### config.mk
export PLATFORM = sky130hd
export DESIGN_NAME = shared_mem_sched_flat
export DESIGN_NICKNAME = d
export VERILOG_FILES = /design/src/rtl/shared_mem_sched_if.sv /design/src/rtl/shared_mem_sched.sv /design/src/flat_wrapper.sv
export SDC_FILE = /design/constraint.sdc
export NUM_CORES = 1
export LEC_CHECK = 0
export ABC_AREA = 1
export BUFFER_PORTS_ARGS = -buffer_cell sky130_fd_sc_hd__buf_2
export CAP_MARGIN = 20
export CORE_MARGIN = 3
export CORE_UTILIZATION = 41
export CTS_BUF_LIST = sky130_fd_sc_hd__clkbuf_4 sky130_fd_sc_hd__clkbuf_8
export CTS_CLUSTER_DIAMETER = 30
export DETAILED_ROUTE_END_ITERATION = 7
export PLACE_DENSITY = 0.7
export SLEW_MARGIN = 20
export SYNTH_ARGS = -nofsm -noshare
export SYNTH_HDL_FRONTEND = slang
export SYNTH_SLANG_ARGS = --single-unit
### constraint.sdc
create_clock -name i_clk -period 2.3 [get_ports i_clk]
set_clock_uncertainty 0.15 [all_clocks]
set_input_delay 0.115 -clock i_clk [delete_from_list [all_inputs] [get_ports i_clk]]
set_output_delay 0.115 -clock i_clk [all_outputs]
set_load 0.02 [all_outputs]
### src/rtl/shared_mem_sched_if.sv
// rtl/shared_mem_sched_if.sv - request/grant bundle between processor requesters and the shared-memory scheduler
interface shared_mem_sched_if #(
  parameter int COUNT = 4,
  parameter int LEN_W = 4
);
  logic [COUNT-1:0] i_req;
  logic [COUNT-1:0] i_wr;
  logic [LEN_W-1:0] i_len [COUNT];
  logic [COUNT-1:0] o_grant;
  logic             o_grant_wr;
  logic             o_beat;
  logic [LEN_W-1:0] o_beat_idx;
  logic [COUNT-1:0] o_done;
  logic [COUNT-1:0] o_abort;
  logic             o_busy;

  modport master (
    output i_req, i_wr, i_len,
    input  o_grant, o_grant_wr, o_beat, o_beat_idx, o_done, o_abort, o_busy
  );

  modport slave (
    input  i_req, i_wr, i_len,
    output o_grant, o_grant_wr, o_beat, o_beat_idx, o_done, o_abort, o_busy
  );
endinterface

### src/rtl/shared_mem_sched.sv
// rtl/shared_mem_sched.sv - round-robin burst scheduler granting one requester at a time to shared memory
module shared_mem_sched #(
  parameter int COUNT = 4,
  parameter int LEN_W = 4
) (
  input  logic              i_clk,
  input  logic              i_rstn,
  shared_mem_sched_if.slave bus
);
  localparam int IDX_W = $clog2(COUNT);

  typedef enum logic [1:0] {IDLE, BURST, TURN} state_t;

  state_t           state, state_n;
  logic [IDX_W-1:0] rr_ptr, owner, winner, cand;
  logic             found;
  logic [LEN_W-1:0] len_q, beat_cnt;
  logic [COUNT-1:0] grant_q, owner_onehot;
  logic             grant_wr_q, busy_q;
  logic             owner_req, last_beat;

  assign owner_req    = bus.i_req[owner];
  assign last_beat    = (beat_cnt == len_q);
  assign owner_onehot = COUNT'(1) << owner;

  // First requester found scanning upward from rr_ptr, wrapping naturally in IDX_W bits
  always_comb begin
    winner = rr_ptr;
    found  = 1'b0;
    cand   = '0;
    for (int k = 0; k < COUNT; k++) begin
      cand = rr_ptr + IDX_W'(k);
      if (!found && bus.i_req[cand]) begin
        winner = cand;
        found  = 1'b1;
      end
    end
  end

  always_ff @(posedge i_clk) begin
    if (!i_rstn) state <= IDLE;
    else         state <= state_n;
  end

  always_comb begin
    state_n     = state;
    bus.o_beat  = 1'b0;
    bus.o_done  = '0;
    bus.o_abort = '0;
    case (state)
      IDLE: begin
        if (found) state_n = BURST;
      end
      BURST: begin
        if (owner_req) begin
          bus.o_beat = 1'b1;
          if (last_beat) begin
            bus.o_done = owner_onehot;
            state_n    = TURN;
          end
        end else begin
          bus.o_abort = owner_onehot;
          state_n     = TURN;
        end
      end
      TURN:    state_n = IDLE;
      default: state_n = IDLE;
    endcase
  end

  always_ff @(posedge i_clk) begin
    if (!i_rstn) begin
      rr_ptr     <= '0;
      owner      <= '0;
      len_q      <= '0;
      beat_cnt   <= '0;
      grant_q    <= '0;
      grant_wr_q <= 1'b0;
      busy_q     <= 1'b0;
    end else begin
      busy_q <= (state_n != IDLE);
      case (state)
        IDLE: begin
          if (found) begin
            owner      <= winner;
            grant_q    <= COUNT'(1) << winner;
            grant_wr_q <= bus.i_wr[winner];
            len_q      <= bus.i_len[winner];
            beat_cnt   <= '0;
          end
        end
        BURST: begin
          // Counter holds on the last beat so a full-length burst never wraps
          if (state_n == TURN) begin
            grant_q    <= '0;
            grant_wr_q <= 1'b0;
          end else begin
            beat_cnt <= beat_cnt + 1'b1;
          end
        end
        TURN: begin
          rr_ptr   <= owner + 1'b1;
          beat_cnt <= '0;
        end
        default: ;
      endcase
    end
  end

  assign bus.o_grant    = grant_q;
  assign bus.o_grant_wr = grant_wr_q;
  assign bus.o_busy     = busy_q;
  assign bus.o_beat_idx = beat_cnt;
endmodule

### src/flat_wrapper.sv
// flat-port wrapper written by rule: the top's interface ports become plain ports
module shared_mem_sched_flat 
#(
  parameter int COUNT = 4,
  parameter int LEN_W = 4
)
  (i_clk, i_rstn, bus_i_req, bus_i_wr, bus_i_len, bus_o_grant, bus_o_grant_wr, bus_o_beat, bus_o_beat_idx, bus_o_done, bus_o_abort, bus_o_busy);
  shared_mem_sched_if #(.COUNT(COUNT), .LEN_W(LEN_W)) bus_i ();
  input  logic i_clk;
  input  logic i_rstn;
  input wire logic [$bits(bus_i.i_req)-1:0] bus_i_req;
  input wire logic [$bits(bus_i.i_wr)-1:0] bus_i_wr;
  input wire logic [$bits(bus_i.i_len)-1:0] bus_i_len;
  output wire logic [$bits(bus_i.o_grant)-1:0] bus_o_grant;
  output wire logic [$bits(bus_i.o_grant_wr)-1:0] bus_o_grant_wr;
  output wire logic [$bits(bus_i.o_beat)-1:0] bus_o_beat;
  output wire logic [$bits(bus_i.o_beat_idx)-1:0] bus_o_beat_idx;
  output wire logic [$bits(bus_i.o_done)-1:0] bus_o_done;
  output wire logic [$bits(bus_i.o_abort)-1:0] bus_o_abort;
  output wire logic [$bits(bus_i.o_busy)-1:0] bus_o_busy;
  assign bus_i.i_req = bus_i_req;
  assign bus_i.i_wr = bus_i_wr;
  assign bus_i.i_len = {>>{bus_i_len}};
  assign bus_o_grant = bus_i.o_grant;
  assign bus_o_grant_wr = bus_i.o_grant_wr;
  assign bus_o_beat = bus_i.o_beat;
  assign bus_o_beat_idx = bus_i.o_beat_idx;
  assign bus_o_done = bus_i.o_done;
  assign bus_o_abort = bus_i.o_abort;
  assign bus_o_busy = bus_i.o_busy;
  shared_mem_sched #(.COUNT(COUNT), .LEN_W(LEN_W)) u_core (.i_clk(i_clk), .i_rstn(i_rstn), .bus(bus_i));
endmodule
==> summary.md <==
| Metric | Value |
|---|---|
| Outcome | `finished clean` |
| Inserted Clock Buffers | `3` |
| Sum Neg Setup Slack | `0 ps` |
| Hold Violations, Final | `0` |
| Setup violations, final | `0` |
| Period utilisation layout | `0.893` |
| Distinct cell type count after synthesis | `26` |
| Routed vias/inst | `~4.7` |
| PwrDens | `around 1200 nW/um^2` |
| Residual DRC | `0` |
| GP Congestion | `0.887` |
| Post-synthesis mux area share | `0` |
| Clock power frac | `0.144` |
| FF-to-FF End | `u_core.len_q[1]$_SDFFE_PN0P_` |
| Adder-cell area share of the yosys netlist | `0.0384` |
| Sequential share of the synthesized area | `0.246` |
| WS Path Type | `flip-flop to flip-flop` |
| Syn-to-layout area delta | `21.8%` |
| Slew @ Worst Pin | `418 ps` |
| Syn Std Cell Area | `~1600 um^2` |
| Hold path depth | `7` |
| Worst Hold Launch | `bus_i_len[2]` |
| DP HPWL | `between 2000 and 3000 um` |
| H-tree levels | `1` |
| Via count | `1656` |
| Clock tree sinks | `20` |
| Num rows | `22` |
| Vias in the first global route | `1539` |
| Worst Hold Class | `input port to flip-flop` |
| First-pass GRT wire length | `between 6000 and 7000 um` |
| Post-CTS setup buffers | `0` |
| Sw Ratio | `0.501` |
| Pre-CTS setup slack | `about 240 ps` |
| Logic pwr share | `0.631` |
| Psw | `roughly 1.2 mW` |
| Synth Area in XOR/XNOR | `0.0323` |
| CP Launch Type | `flip-flop` |
| Commonest cells after routing, fill and taps aside | `nand2_1 (86), buf_2 (44), inv_1 (26)` |
| Starting DRC count in detailed routing | `48` |
| GRT Overall Usage | `0.158` |
| Initial antenna violation count | `0` |
| Fin nets | `340` |
| Critical Path RT | `2320 ps` |
| Final min period | `around 2100 ps` |
| Routed Antenna Nets | `0` |
| Peak VDD IR | `0.780 mV` |
| RSZ-0062 raised after global routing | `no` |
| R2r setup slk | `about 250 ps` |
| Share of layout cells above drive strength 1 | `0.295` |
| Die Y | `approximately 70 um` |
| CP Max Fanout | `14` |
| N_diodes | `0` |
| Reg2reg start | `u_core.rr_ptr[1]$_SDFFE_PN0N_` |
| Power, Total | `between 2 and 2.5 mW` |
| Clk slew on worst S/H paths | `around 80 ps` |
| Max_cap viols | `0` |
| Placed Cells | `about 350` |
| Avg WL per Cell | `approximately 10 um` |
| Die X | `around 70 um` |
| Commonest non-fill, non-tap cell in the layout | `nand2_1` |
| Fmax | `slightly below 500 MHz` |
| CTS Root Cell | `clkbuf_8` |
| Largest net degree at the start of global routing | `16` |
| Mapped Nets | `291` |
| P_int | `~1.2 mW` |
| CTS Hold Bufs | `1` |
| Finished Layout Cells | `356` |
| Post-CTS resize count | `0` |
| Reg2Reg Depth | `15` |
| Main combinational cell family by area after synthesis | `simple AND/OR/NAND/NOR gates` |
| Core area | `3740 um^2` |
| Relative slew slack | `0.721` |
| Congestion Overflow GR | `0` |
| Crit path DAT | `2070 ps` |
| DRT Pass-1 Iters | `4` |
| Max-slew violations | `0` |
| Yosys warns | `0` |
| Endpoint, Worst Hold | `u_core.len_q[2]$_SDFFE_PN0P_` |
| Starting density of the core | `0.435` |
| Synth Instances | `260` |
| Die Area | `around 4800 um^2` |
| Synthesis-stage register bit count | `20` |
| Clk_lat worst skew | `260 ps` |
| Total wire length | `approximately 3700 um` |
| Syn Area/Cell | `around 6.3 um^2` |
| PortBufs | `between 40 and 50` |
| Post-synthesis compound-gate area fraction | `0.0760` |
| Post-Synth Simple-Gate Area | `0.505` |
| CP Capture Type | `flip-flop` |
| Ports | `45` |
| Flop pwr share | `0.225` |
| Pleak | `1.11 nW` |
| Clock Tree Buf Depth | `2` |
| Final core occ | `0.530` |
| Final worst setup slack | `246 ps` |
| CTS tree | `done` |
-- per-layer routing --
metal	GRT usage	routed length (um)
met5	0	0
met4	0.0282	10
met3	0.0379	201
met2	0.281	1710
met1	0.195	1740
-- kinds of logic after synthesis --
| group | count (synthesis) |
|---|---|
| AND/OR/NAND/NOR | 171 |
| buffers and inverters | 35 |
| AO/OA/AOI/OAI | 23 |
| flip-flops | 20 |
| XOR/XNOR | 6 |
| adder cells (fa/ha/maj) | 5 |
-- power groups by stage --
stage | registers [mW] | logic [mW] | clock network (mW)
4_1_cts | 0.548 | 1.55 | 0.362
3_3_place_gp | 0.555 | 1.53 | 0
2_1_floorplan | 0.587 | 1.19 | 0
5_1_grt | 0.567 | 1.75 | 0.376
6_report | 0.548 | 1.54 | 0.350
3_5_place_dp | 0.555 | 1.55 | 0
-- registers in the layout, indices dropped and copies added, names as in the netlist --
register and cells:
u_core.bus.o_busy 1, u_core.bus.o_grant 4, u_core.rr_ptr 2, u_core.bus.o_beat_idx 4
u_core.bus.o_grant_wr 1, u_core.len_q 4, u_core.state 2, u_core.owner 2
-- worst max-delay path by stage --
stage | cells past startpoint | slack (ps) | to | startpoint
global placement | 15 | 280 | u_core.len_q[1]$_SDFFE_PN0P_ | u_core.rr_ptr[1]$_SDFFE_PN0N_
global route | 15 | 5 | u_core.len_q[3]$_SDFFE_PN0P_ | u_core.rr_ptr[1]$_SDFFE_PN0N_
floorplan | 6 | 370 | bus_o_done[0] | u_core.owner[0]$_SDFFE_PN0P_
detailed placement | 15 | 240 | u_core.len_q[1]$_SDFFE_PN0P_ | u_core.rr_ptr[1]$_SDFFE_PN0N_
CTS | 15 | 220 | u_core.len_q[1]$_SDFFE_PN0P_ | u_core.rr_ptr[1]$_SDFFE_PN0N_
finish | 15 | 250 | u_core.len_q[1]$_SDFFE_PN0P_ | u_core.rr_ptr[1]$_SDFFE_PN0N_
-- synthesized netlist by cell type --
library cell,number,area share
inv_1,26,0.060
clkbuf_1,1,0.0023
xor2_1,6,0.032
nor2_1,25,0.058
buf_8,1,0.0092
nor2_2,1,0.0038
nand2_1,86,0.20
nand3_2,3,0.018
buf_6,2,0.014
a21oi_1,15,0.046
o21ai_0,5,0.015
nand3_1,21,0.065
nand4_2,1,0.0077
dfxtp_1,20,0.25
buf_4,1,0.0046
inv_4,2,0.0077
nor3_1,4,0.012
nand2_2,22,0.084
and2_1,1,0.0038
nor2_4,2,0.014
o21ai_2,1,0.0054
nand4_4,1,0.013
inv_2,2,0.0046
ha_1,5,0.038
nand2_4,4,0.028
o211ai_1,2,0.0092
-- critical path, cell delays in order, from the launching register on --
cell and delay, ps:
dfxtp_1 470, inv_4 90, nand2_2 80, nand2_2 80
nand2_2 90, nand2_4 70, nor2_4 120, nand4_2 150
nand2_4 220, inv_4 80, nand2_1 60, nand2_1 40
nand2_1 60, nand3_1 90, nand2_1 60, inv_1 30
-- stage by stage --
step	cell area [um^2]	hold slack, ps
CTS	1980	86.5
detailed placement	1900	273
global route	1980	122
global placement	1900	270
finish	1980	97.2
floorplan	1630	103
-- layout make-up --
class / instances / area [um^2]
flip-flops and latches: 20 / 400
multi-input cells: 205 / 1060
fillers: 385 / 1760
repair buffers: 49 / 273
well taps: 48 / 60.1
clock inverters: 1 / 30.0
clock buffers: 3 / 41.3
inverters: 30 / 118
Power figures use the tool's default switching activity.
